**src/rtl/rx_pkg.sv**
```systemverilog
// Mode encodings and receive-FSM states, shared by the Rx deframer and the Tx framer.
package rx_pkg;

    localparam logic [3:0] MODE_BPSK = 4'b0001;
    localparam logic [3:0] MODE_QPSK = 4'b0010;
    localparam logic [3:0] MODE_MIX  = 4'b0100;

    typedef enum logic [1:0] {
        ST_HUNT    = 2'd0,
        ST_LEN     = 2'd1,
        ST_PAYLOAD = 2'd2,
        ST_CHK     = 2'd3
    } rx_state_t;

    // Unknown mode codes collapse to BPSK so downstream logic sees only three values.
    function automatic logic [3:0] norm_mode(input logic [3:0] m);
        logic [3:0] r;
        if (m == MODE_QPSK || m == MODE_MIX) r = m;
        else r = MODE_BPSK;
        return r;
    endfunction

    // MIX carries sync and length at 1 bit/symbol, payload and checksum at 2 bits/symbol.
    function automatic logic dual_bit(input logic [3:0] mode, input rx_state_t st);
        return (mode == MODE_QPSK) ||
               (mode == MODE_MIX && (st == ST_PAYLOAD || st == ST_CHK));
    endfunction

endpackage

```
**src/rtl/rx_bit_packer.sv**
```systemverilog
// Packs 1 or 2 bits per strobe, MSB first, into bytes; flags the strobe that completes a byte.
module rx_bit_packer (
    input  logic       clk,
    input  logic       rst,
    input  logic       clr,
    input  logic       en,
    input  logic       dual,
    input  logic [1:0] bits,
    output logic [7:0] byte_out,
    output logic       byte_done
);

    logic [7:0] shreg;
    logic [7:0] shreg_next;
    logic [2:0] cnt;
    logic [3:0] cnt_next;

    always_comb begin
        shreg_next = {shreg[6:0], bits[0]};
        cnt_next   = {1'b0, cnt} + 4'd1;
        if (dual) begin
            shreg_next = {shreg[5:0], bits[1], bits[0]};
            cnt_next   = {1'b0, cnt} + 4'd2;
        end
    end

    // The completed byte is presented combinationally so the FSM can act on it this cycle.
    assign byte_out  = shreg_next;
    assign byte_done = en && (cnt_next == 4'd8);

    always_ff @(posedge clk) begin
        if (rst || clr) begin
            shreg <= 8'd0;
            cnt   <= 3'd0;
        end else if (en) begin
            shreg <= shreg_next;
            cnt   <= byte_done ? 3'd0 : cnt_next[2:0];
        end
    end

endmodule

```
**src/rtl/rx_deframer.sv**
```systemverilog
// Hunts for the sync word, then extracts LEN-byte payloads and verifies the XOR checksum.
module rx_deframer
    import rx_pkg::*;
#(
    parameter logic [15:0] SYNC_WORD = 16'hEB90
) (
    input  logic        clk_16M384,
    input  logic        rst_16M384,
    input  logic [3:0]  MODE_CTRL,
    input  logic        sym_vld,
    input  logic [1:0]  sym_bits,
    output logic [7:0]  data_tdata,
    output logic        data_tvalid,
    output logic        data_tlast,
    output logic        data_tuser,
    output logic        frame_ok,
    output logic        frame_err,
    output logic [15:0] frame_cnt,
    output logic [15:0] err_cnt,
    output rx_state_t   dbg_state
);

    // Output stream: data_tvalid is a one-cycle pulse with no ready; tdata/tuser/tlast
    // are meaningful only while data_tvalid is high.

    rx_state_t   state;
    logic [15:0] window;
    logic [15:0] window_next;
    logic [3:0]  mode_q;
    logic [3:0]  hunt_mode;
    logic        dual;
    logic [7:0]  remaining;
    logic [7:0]  running_xor;
    logic        first_byte;
    logic [7:0]  rx_byte;
    logic        byte_done;

    assign dbg_state = state;
    assign hunt_mode = norm_mode(MODE_CTRL);
    // While hunting, the live mode decides symbol width; afterwards only the latched one.
    assign dual = (state == ST_HUNT) ? dual_bit(hunt_mode, ST_HUNT) : dual_bit(mode_q, state);

    always_comb begin
        window_next = {window[14:0], sym_bits[0]};
        if (dual) window_next = {window[13:0], sym_bits[1], sym_bits[0]};
    end

    rx_bit_packer u_packer (
        .clk       (clk_16M384),
        .rst       (rst_16M384),
        .clr       (state == ST_HUNT),
        .en        (sym_vld && (state != ST_HUNT)),
        .dual      (dual),
        .bits      (sym_bits),
        .byte_out  (rx_byte),
        .byte_done (byte_done)
    );

    always_ff @(posedge clk_16M384) begin
        if (rst_16M384) begin
            state       <= ST_HUNT;
            window      <= 16'd0;
            mode_q      <= 4'd0;
            remaining   <= 8'd0;
            running_xor <= 8'd0;
            first_byte  <= 1'b0;
            data_tdata  <= 8'd0;
            data_tvalid <= 1'b0;
            data_tlast  <= 1'b0;
            data_tuser  <= 1'b0;
            frame_ok    <= 1'b0;
            frame_err   <= 1'b0;
            frame_cnt   <= 16'd0;
            err_cnt     <= 16'd0;
        end else begin
            data_tdata  <= 8'd0;
            data_tvalid <= 1'b0;
            data_tlast  <= 1'b0;
            data_tuser  <= 1'b0;
            frame_ok    <= 1'b0;
            frame_err   <= 1'b0;
            if (sym_vld) begin
                case (state)
                    ST_HUNT: begin
                        if (window_next == SYNC_WORD) begin
                            // Clearing the window keeps frame bits out of the next hunt.
                            window      <= 16'd0;
                            mode_q      <= hunt_mode;
                            running_xor <= 8'd0;
                            state       <= ST_LEN;
                        end else begin
                            window <= window_next;
                        end
                    end
                    ST_LEN: begin
                        if (byte_done) begin
                            if (rx_byte == 8'd0) begin
                                frame_err <= 1'b1;
                                err_cnt   <= err_cnt + 16'd1;
                                state     <= ST_HUNT;
                            end else begin
                                remaining   <= rx_byte;
                                running_xor <= rx_byte;
                                first_byte  <= 1'b1;
                                state       <= ST_PAYLOAD;
                            end
                        end
                    end
                    ST_PAYLOAD: begin
                        if (byte_done) begin
                            data_tvalid <= 1'b1;
                            data_tdata  <= rx_byte;
                            data_tuser  <= first_byte;
                            data_tlast  <= (remaining == 8'd1);
                            first_byte  <= 1'b0;
                            running_xor <= running_xor ^ rx_byte;
                            remaining   <= remaining - 8'd1;
                            if (remaining == 8'd1) state <= ST_CHK;
                        end
                    end
                    ST_CHK: begin
                        if (byte_done) begin
                            if (rx_byte == running_xor) begin
                                frame_ok  <= 1'b1;
                                frame_cnt <= frame_cnt + 16'd1;
                            end else begin
                                frame_err <= 1'b1;
                                err_cnt   <= err_cnt + 16'd1;
                            end
                            state <= ST_HUNT;
                        end
                    end
                    default: state <= ST_HUNT;
                endcase
            end
        end
    end

endmodule
```
**config.mk**
```make
export PLATFORM = sky130hd
export DESIGN_NAME = rx_deframer
export DESIGN_NICKNAME = d
export VERILOG_FILES = /design/src/rtl/rx_pkg.sv /design/src/rtl/rx_bit_packer.sv /design/src/rtl/rx_deframer.sv
export SDC_FILE = /design/constraint.sdc
export NUM_CORES = 1
export LEC_CHECK = 0
export BUFFER_PORTS_ARGS = -buffer_cell sky130_fd_sc_hd__clkbuf_2
export CAP_MARGIN = 20
export CORE_ASPECT_RATIO = 0.5
export CORE_UTILIZATION = 56
export DETAILED_ROUTE_END_ITERATION = 16
export PLACE_DENSITY = 0.89
export SLEW_MARGIN = 20
export SYNTH_ARGS = -nofsm -noshare
export SYNTH_HDL_FRONTEND = slang
export SYNTH_SLANG_ARGS = --single-unit
export TNS_END_PERCENT = 100
```
**constraint.sdc**
```tcl
create_clock -name clk_16M384 -period 8.95 [get_ports clk_16M384]
set_input_delay 1.3425 -clock clk_16M384 [delete_from_list [all_inputs] [get_ports clk_16M384]]
set_output_delay 1.3425 -clock clk_16M384 [all_outputs]
set_load 0.005 [all_outputs]
```
==> results by group, run 1 <==
Global routing
  – Initial antenna violation count: 0
  – Global route total overflow: 0
  – Maximum number of pins on one net before global-route repair: between 70 and 80
  – Global-route usage over all layers: 27.61%
  – Global-route wire length before repair: 20.79 mm
  – Number of global-route vias before repair: between 4,000 and 5,000

Synthesis
  – Syn avg cell area: 8.090 um2
  – Distinct cell type count of the synthesized netlist: 66
  – Sequential element share of the synthesized area: roughly 36%
  – Flop and latch count out of synthesis: just over 90
  – Main flop type after synthesis: dfxtp_1
  – Count of synthesis-stage warnings from yosys: 0
  – Summed instance area of the synthesized netlist: a little over 5000 um2
  – Gate count of the mapped netlist: ~630
  – Number of synthesized flops with an enable pin: 0
  – Synthesized netlist net count: 650
  – Fraction of synthesis flops using an asynchronous set or reset pin: 0%

Floorplan
  – Standard-cell rows: 24
  – Die extent in x: about 140 um
  – Initial core utilization: approximately three fifths
  – Floorplan Core Area: a little under 9000 um2
  – Area enclosed by the die boundary: ~9500 um2
  – DIE HEIGHT: 69.52 um
  – I/O Pins: between 50 and 60

Timing
  – Final period utilization: a little over half
  – Maximum clock frequency: 210.2 MHz
  – Final critical delay including setup and external delays: between 4000 and 5000 ps
  – Final number of hold-violating endpoints: 0
  – Max-slew violation count: 0
  – Final setup skew: around 11 ps
  – Actual slew at the worst max-slew pin: slightly above 900 ps
  – Final setup fails: 0
  – RSZ-0062 raised after global routing: no
  – Worst max-slew margin expressed relative to the limit: a little under 40%
  – Total negative setup slack: 0 ps

Finish
  – Count of inserted antenna diode cells: 0
  – Fill cells: between 700 and 800
  – Area overhead of the layout relative to synthesis: 11.45%
  – Final core occ: roughly two thirds
  – Fraction of layout instances using a drive strength above 1: 16.99%
  – Nets: around 690

Critical path
  – Max FO, Critical Path: 22
  – Worst-path cell chain: clkbuf_2, or4b_1, o22ai_2, mux2i_1, o211ai_2, or4_4, nor4_1, mux2_1
  – Critical Setup Path Class: primary input to register
  – Critical path's slowest cell: or4b_1
  – CP top delay family: simple AND/OR/NAND/NOR gates
  – Critical path buffers and inverters: 1
  – Worst Path Arrival: around 5000 ps
  – Critical path launch point type: primary input
  – Delay of the slowest cell on the worst path: roughly 740 ps
  – Endpoint required time on the critical path: slightly above 9000 ps
  – Endpoint type of the worst setup path: register

Clock network
  – Deepest level of the CTS H-tree: 3
  – Resized Gates After CTS: 0
  – Clock root buffer master: clkbuf_16
  – TritonCTS sink count: just over 90
  – Clock transition at the registers of the reported paths: 60 ps
  – Clock buffer count from CTS: 9
  – Clock insertion delay at the later pin of the skew report: 360 ps
  – Maximum number of buffers from clock root to sink: 2
  – Clock tree from TritonCTS: yes
  – Hold bufs inserted after CTS: 0
  – Post-CTS setup buffers: 0

Placed design
  – Quantity of I/O buffers inserted on ports: 55
  – Post-detail-place hpwl: between 8 and 9 mm
  – Placer's final routability congestion estimate: slightly below 0.9

Power and ir drop
  – Switch share: roughly 23%
  – Power density of the placed cells: between 100 and 150 nW/um2
  – Power dissipated by switching net loads: 192.0 uW
  – Worst IR drop on VDD: approximately 0.11 mV
  – Internal Dissipation: about 640 uW
  – Sequential Power Share: a little over 50%
  – Leak pwr: around 2.1 nW
  – Clock power frac: 45.7%
  – Share of power burned in combinational logic: under 10%

Drt
  – Vias after detailed routing: 4,951
  – Per-cell routed wire length: 16.33 um
  – Post-route ant nets: 0
  – First drt pass iteration count: 5
  – Number of remaining DRC errors: 0
  – Number of violations reported at the end of detailed-routing iteration 0: 580
  – Drt via density: approximately 6.3
  – Total wire length: ~13 mm

Min path
  – Class of the most critical hold timing path: register to register

Run status
  – Outcome: complete, no violations

Run
  – Max Cap Viol: 0
[flip-flops by register name, summed over array words and instances (netlist names), 3 cells and up, named ones only]
name / cells
u_packer.cnt: 3
running_xor: 8
window: 15
frame_cnt: 16
data_tdata: 8
mode_q: 4
u_packer.shreg: 7
err_cnt: 16
remaining: 8
[path summary, 6_finish.rpt]
| check | slack (ps) | end | start | cells after the start |
|---|---|---|---|---|
| worst min register to register | 450 | window[14] | window[14] | 2 |
| worst max-delay path | 4190 | frame_cnt[15] | MODE_CTRL[0] | 8 |
| worst max register to register | 4540 | frame_cnt[15] | dbg_state[0] | 9 |
| worst min-delay path | 450 | window[14] | window[14] | 2 |
[worst reg2reg max path, cell delays in order (launching register included)]
cell      delay, ps
dfxtp_1         470
inv_1           110
ha_1            410
or3_1           520
o22ai_2         680
mux2i_1         560
o211ai_2        160
or4_4           650
nor4_1          380
mux2_1          350
[stage by stage]
stage / setup slack [ps] / power [mW] / hold WS, ps / std cells / area, um2
5_1_grt: 4023 / 0.8546 / 482.8 / 788 / 5689
3_3_place_gp: 4044 / 0.4599 / 437.4 / 773 / 5400
4_1_cts: 4234 / 0.8352 / 458.2 / 788 / 5689
6_report: 4193 / 0.8339 / 452.8 / 788 / 5689
2_1_floorplan: 4797 / 0.4521 / 426.8 / 631 / 5105
3_5_place_dp: 3875 / 0.4610 / 448.3 / 773 / 5400
[metal layers]
metal | wire [um] | vias to the layer above | track usage, % | part of all wire, %
li1 | - | 2380 | - | -
met3 | 886 | 29 | 6.213 | 6.9
met2 | 5884 | 213 | 42.93 | 46
met5 | 0 | - | 0 | 0
met1 | 5818 | 2329 | 37.06 | 45
met4 | 276 | 0 | 11.11 | 2.1
[cell usage after synthesis, drive strengths merged, types with 4 or more instances]
library cell / count / share of area [%]
a211oi: 7 / 1.0
a21oi: 39 / 3.9
a311oi: 8 / 1.4
a31oi: 7 / 0.86
and2: 8 / 0.98
and3: 18 / 2.2
buf: 8 / 1.3
clkbuf: 27 / 2.0
dfxtp: 93 / 36
ha: 10 / 2.5
inv: 17 / 1.2
mux2: 9 / 2.1
mux2i: 16 / 3.4
nand2: 84 / 6.2
nand3: 31 / 3.0
nand4: 6 / 0.74
nor2: 66 / 4.9
nor2b: 9 / 1.1
nor3: 21 / 2.7
nor4: 11 / 1.5
o211ai: 4 / 0.69
o21ai: 28 / 3.0
o221ai: 5 / 0.98
o22ai: 7 / 1.1
o311ai: 11 / 1.9
o31ai: 8 / 1.2
o41ai: 11 / 2.2
or2: 12 / 1.5
or3: 5 / 0.61
or4: 10 / 1.6
[cells by family (layout without fill, tap and decap cells)]
kind of cell	Yosys count	in the layout	share of synthesized area (%)
adder cells (fa/ha/maj)	10	10	2.451
AND/OR/NAND/NOR	298	298	30.07
multiplexers	25	25	5.441
AO/OA/AOI/OAI	144	144	19.73
buffers and inverters	55	95	4.804
XOR/XNOR	6	6	1.030
flip-flops	93	93	36.47
[layout by cell type, fill, tap and decap left out, types with 10 or more instances in the layout]
master / netlist / layout
o21ai_0: 23 / 23
nor3_1: 17 / 17
mux2i_1: 15 / 15
nor2_1: 66 / 66
a21oi_1: 38 / 38
nand2_1: 84 / 84
clkbuf_2: 0 / 55
and3_1: 18 / 18
or2_2: 12 / 12
inv_1: 17 / 17
nand3_1: 31 / 31
dfxtp_1: 93 / 93
ha_1: 10 / 10
[cell type report]
type	instances	area, um2	area share, %
multi-input cells	483	3004	52.80
flip-flops and latches	93	1862	32.72
repair buffers	60	312.8	5.498
clock buffers	9	225.2	3.959
well taps	117	146.4	2.573
inverters	20	75.07	1.320
clock inverters	6	63.81	1.122
[power groups by stage]
stage | combinational [mW] | sequential (mW) | clock, mW
finish | 0.0322 | 0.420 | 0.381
CTS | 0.0317 | 0.420 | 0.383
global placement | 0.0304 | 0.430 | 0
floorplan | 0.0236 | 0.429 | 0
global route | 0.0357 | 0.421 | 0.398
detailed placement | 0.0314 | 0.430 | 0
No activity file was read; power rests on OpenSTA's default activity.
==> run 2, diff against run 1 <==
--- a/config.mk
+++ b/config.mk
@@ -5,6 +5,7 @@
 export SDC_FILE = /design/constraint.sdc
 export NUM_CORES = 1
 export LEC_CHECK = 0
+export ABC_AREA = 1
 export BUFFER_PORTS_ARGS = -buffer_cell sky130_fd_sc_hd__clkbuf_2
 export CAP_MARGIN = 20
 export CORE_ASPECT_RATIO = 0.5
==> constraint.sdc (replaced) <==
create_clock -name clk_16M384 -period 4.6 [get_ports clk_16M384]
set_input_delay 0.69 -clock clk_16M384 [delete_from_list [all_inputs] [get_ports clk_16M384]]
set_output_delay 0.69 -clock clk_16M384 [all_outputs]
set_load 0.005 [all_outputs]
==> results by group, run 2 <==
Power and ir drop
  – Worst IR drop on VDD: 0.1926 mV (was 0.1088 mV)
  – Leak pwr: 2.389 nW (was 2.090 nW)
  – Power density of the placed cells: 283.5 nW/um2 (was 146.6 nW/um2)

Critical path
  – Delay of the slowest cell on the worst path: 470 ps (was 740 ps)
  – Max FO, Critical Path: 29 (was 22)
  – Internal reg-to-reg setup slack: 830 ps (was 4540 ps)
  – Endpoint type of the worst setup path: register (unchanged)
  – R2R cell count: 16 (was 9)
  – Worst Path Arrival: 3980 ps (was 5000 ps)
  – Critical path's slowest cell: nand2_2 (was or4b_1)
  – Critical Setup Path Class: register to register (was primary input to register)
  – Worst reg2reg endpoint: err_cnt[11] (was frame_cnt[15])
  – Critical path launch point type: register (was primary input)
  – Endpoint required time on the critical path: 4810 ps (was 9190 ps)
  – Cell type with the highest occurrence count on the critical path: nand2_1
  – Worst-path cell chain: inv_1, ha_1, inv_2, nand2_1, nor2_2, nand2_4, nand2_2, nand2_1, nand2_2, nand2_1, nor2_2, nand2_1, a21oi_4, nand3_2, nand2_1, a21oi_1 (was clkbuf_2, or4b_1, o22ai_2, mux2i_1, o211ai_2, or4_4, nor4_1, mux2_1)

Finish
  – Commonest cells after routing, fill and taps aside: 217 x nand2_1, 93 x dfxtp_1, 84 x inv_1, 77 x nor2_1, 67 x a21oi_1 (was 93 x dfxtp_1, 84 x nand2_1, 66 x nor2_1, 55 x clkbuf_2, 38 x a21oi_1)
  – Area overhead of the layout relative to synthesis: 11.91% (was 11.45%)
  – Summed area of non-filler cells in the final layout: 5786 um2 (was 5689 um2)
  – Nets: 838 (was 686)
  – Most common cell after layout, fill and taps aside: nand2_1 (was dfxtp_1)
  – Fraction of layout instances using a drive strength above 1: 12.99% (was 16.99%)
  – Registers with the most flip-flops: err_cnt (16), frame_cnt (16), window (15) (unchanged)
  – Fill cells: 736 (was 706)
  – Count of inserted antenna diode cells: 0 (unchanged)
  – Sequential cell area in the final layout: 1862 um2 (unchanged)
  – Area taken by multi-input logic gates: 2815 um2 (was 3004 um2)

Timing
  – Maximum clock frequency: roughly 270 MHz
  – Max-slew violation count: 0 (unchanged)
  – Total negative setup slack: 0 ps (unchanged)
  – Actual slew at the worst max-slew pin: 568.7 ps (was 913.5 ps)
  – Final setup fails: 0 (unchanged)
  – Worst max-slew margin expressed relative to the limit: 62.00% (was 38.72%)
  – Worst hold slack across all endpoints: 447.4 ps (was 452.8 ps)
  – RSZ-0062 raised after global routing: no (unchanged)
  – Final critical delay including setup and external delays: ~3800 ps
  – Final number of hold-violating endpoints: 0 (unchanged)
  – Final setup skew: 9.226 ps (was 10.96 ps)
  – Final period utilization: 81.95%

Placed design
  – Post-detail-place hpwl: 8.895 mm (was 8.583 mm)
  – Placer's final routability congestion estimate: 0.9940 (was 0.8795)
  – Total placed instance area: 5474 um2 (was 5400 um2)
  – Quantity of I/O buffers inserted on ports: 55 (unchanged)

Drt
  – Vias after detailed routing: 5,252 (was 4,951)
  – First drt pass iteration count: 7 (was 5)
  – Number of remaining DRC errors: 0 (unchanged)
  – Drt via density: 5.581 (was 6.283)
  – Post-route ant nets: 0 (unchanged)
  – Per-cell routed wire length: 13.68 um (was 16.33 um)
  – Total wire length: 12.87 mm (about the same)
  – Number of violations reported at the end of detailed-routing iteration 0: 578 (was 580)

Synthesis
  – Main flop type after synthesis: dfxtp_1 (unchanged)
  – Synth area leaders: dfxtp_1 36%, nand2_1 16%, a21oi_1 6.5% (was dfxtp_1 36%, nand2_1 6.2%, nor2_1 4.9%)
  – Syn avg cell area: 6.662 um2 (was 8.090 um2)
  – Most area-hungry cell type in the Yosys netlist: dfxtp_1 (unchanged)
  – Summed instance area of the synthesized netlist: 5170 um2 (was 5105 um2)
  – Flop and latch count out of synthesis: 93 (unchanged)
  – Sequential element share of the synthesized area: 36.01% (was 36.47%)
  – Number of synthesized flops with an enable pin: 0 (unchanged)
  – Distinct cell type count of the synthesized netlist: 37 (was 66)
  – Most instantiated library cell after synthesis: nand2_1 (was dfxtp_1)
  – Gate count of the mapped netlist: 776 (was 631)
  – Count of synthesis-stage warnings from yosys: 0 (unchanged)
  – Synthesized netlist net count: 795 (was 650)
  – Fraction of synthesis flops using an asynchronous set or reset pin: 0% (unchanged)
  – Most numerous cell types in the synthesized netlist: 217 x nand2_1, 93 x dfxtp_1, 84 x inv_1 (was 93 x dfxtp_1, 84 x nand2_1, 66 x nor2_1)
  – Share of Yosys cell area claimed by the top area cell type: 36.01% (was 36.47%)

Min path
  – Class of the most critical hold timing path: register to register (unchanged)
  – Hold path startpoint: mode_q[0] (was window[14])
  – Hold Path End: mode_q[0] (was window[14])
  – Hold Path Cell Cnt: 2 (unchanged)

Floorplan
  – Standard-cell rows: 24 (unchanged)
  – I/O Pins: 56 (unchanged)
  – Area enclosed by the die boundary: 9643 um2 (was 9525 um2)
  – Die extent in x: 137.9 um (was 137.0 um)
  – Floorplan Core Area: 8828 um2 (was 8768 um2)
  – DIE HEIGHT: 69.94 um (was 69.52 um)
  – Initial core utilization: 58.56% (was 58.22%)

Global routing
  – Global route total overflow: 0 (unchanged)
  – Global-route usage over all layers: 27.64% (was 27.61%)
  – Maximum number of pins on one net before global-route repair: 33 (was 73)
  – Global-route wire length before repair: 21.22 mm (was 20.79 mm)
  – Initial antenna violation count: 0 (unchanged)
  – Number of global-route vias before repair: 4,634 (was 4,458)

Run
  – Max Cap Viol: 0 (unchanged)

Clock network
  – Post-CTS setup buffers: 0 (unchanged)
  – Deepest level of the CTS H-tree: 3 (unchanged)
  – Clock root buffer master: clkbuf_16 (unchanged)
  – Clock transition at the registers of the reported paths: 70 ps (was 60 ps)
  – TritonCTS sink count: 93 (unchanged)
  – Resized Gates After CTS: 0 (unchanged)
  – Clock insertion delay at the later pin of the skew report: 340 ps (was 360 ps)
  – Clock tree from TritonCTS: yes (unchanged)
  – Maximum number of buffers from clock root to sink: 2 (unchanged)
  – Clock buffer count from CTS: 9 (unchanged)
  – Hold bufs inserted after CTS: 0 (unchanged)

Run status
  – Outcome: complete, no violations (unchanged)
-- run 2: changes by cell type after synthesis, moves of 17 or more --
cell,before,now
nand2_1,84,217
and3_1,18,0
a21oi_1,38,67
inv_1,17,84
xor2_1,3,20
nand3_1,31,56
-- run 2: final cells by class --
type	count	area share [%]
clock buffers	11	4.369
clock inverters	5	1.016
inverters	94	6.099
multi-input cells	563	48.66
flip-flops and latches	93	32.18
well taps	117	2.530
repair buffers	58	5.147
-- run 2: critical path, delay by kind of cell (launching register included) --
kind	cells	cell delay [ps]
simple gates	11	2160
fa+ha+maj	1	320
compound gates	2	490
buf+inv	2	240
flops	1	400
-- run 2: worst max path at each step --
stage / end / cells past startpoint / from / slack [ps]
3_3_place_gp: err_cnt[13] / 16 / dbg_state[0] / 1170
5_1_grt: err_cnt[11] / 14 / dbg_state[0] / 620
6_report: err_cnt[11] / 16 / register / 830
3_5_place_dp: err_cnt[11] / 16 / dbg_state[0] / 1010
4_1_cts: err_cnt[11] / 16 / dbg_state[0] / 930
2_1_floorplan: running_xor[0] / 20 / dbg_state[0] / 2130
-- run 2: cells by family after synthesis --
family / share of synthesized area [%]
AND/OR/NAND/NOR: 35.36
buffers and inverters: 9.535
AO/OA/AOI/OAI: 11.93
flip-flops: 36.01
XOR/XNOR: 4.744
adder cells (fa/ha/maj): 2.420
-- run 2: where the power goes --
group	total [mW]	switching (mW)	leakage, nW	internal, mW
sequential	0.809	0.00188	0.749	0.807
clock	0.768	0.317	0.148	0.451
combinational	0.0633	0.0463	1.49	0.0171
total	1.64	0.365	2.39	1.28
-- run 2: routing by layer --
layer	wire length, um	up-vias	GRT usage (%)	share of wire, %
li1	-	2575	-	-
met1	5735	2389	37.72	45
met2	5806	254	42.89	45
met3	1099	34	6.391	8.5
met4	232	0	8.937	1.8
met5	0	-	0	0
-- run 2: metrics by stage --
stage / setup slack [ps] / power [mW] / util, % / cells
2_1_floorplan: 2130 / 0.8728 / - / 776
3_3_place_gp: 1169 / 0.8872 / 62.00 / 925
3_5_place_dp: 1007 / 0.8884 / 62.00 / 925
4_1_cts: 925.7 / 1.646 / 65.53 / 941
5_1_grt: 618.5 / 1.690 / 65.53 / 941
6_report: 830.4 / 1.640 / 65.53 / 941
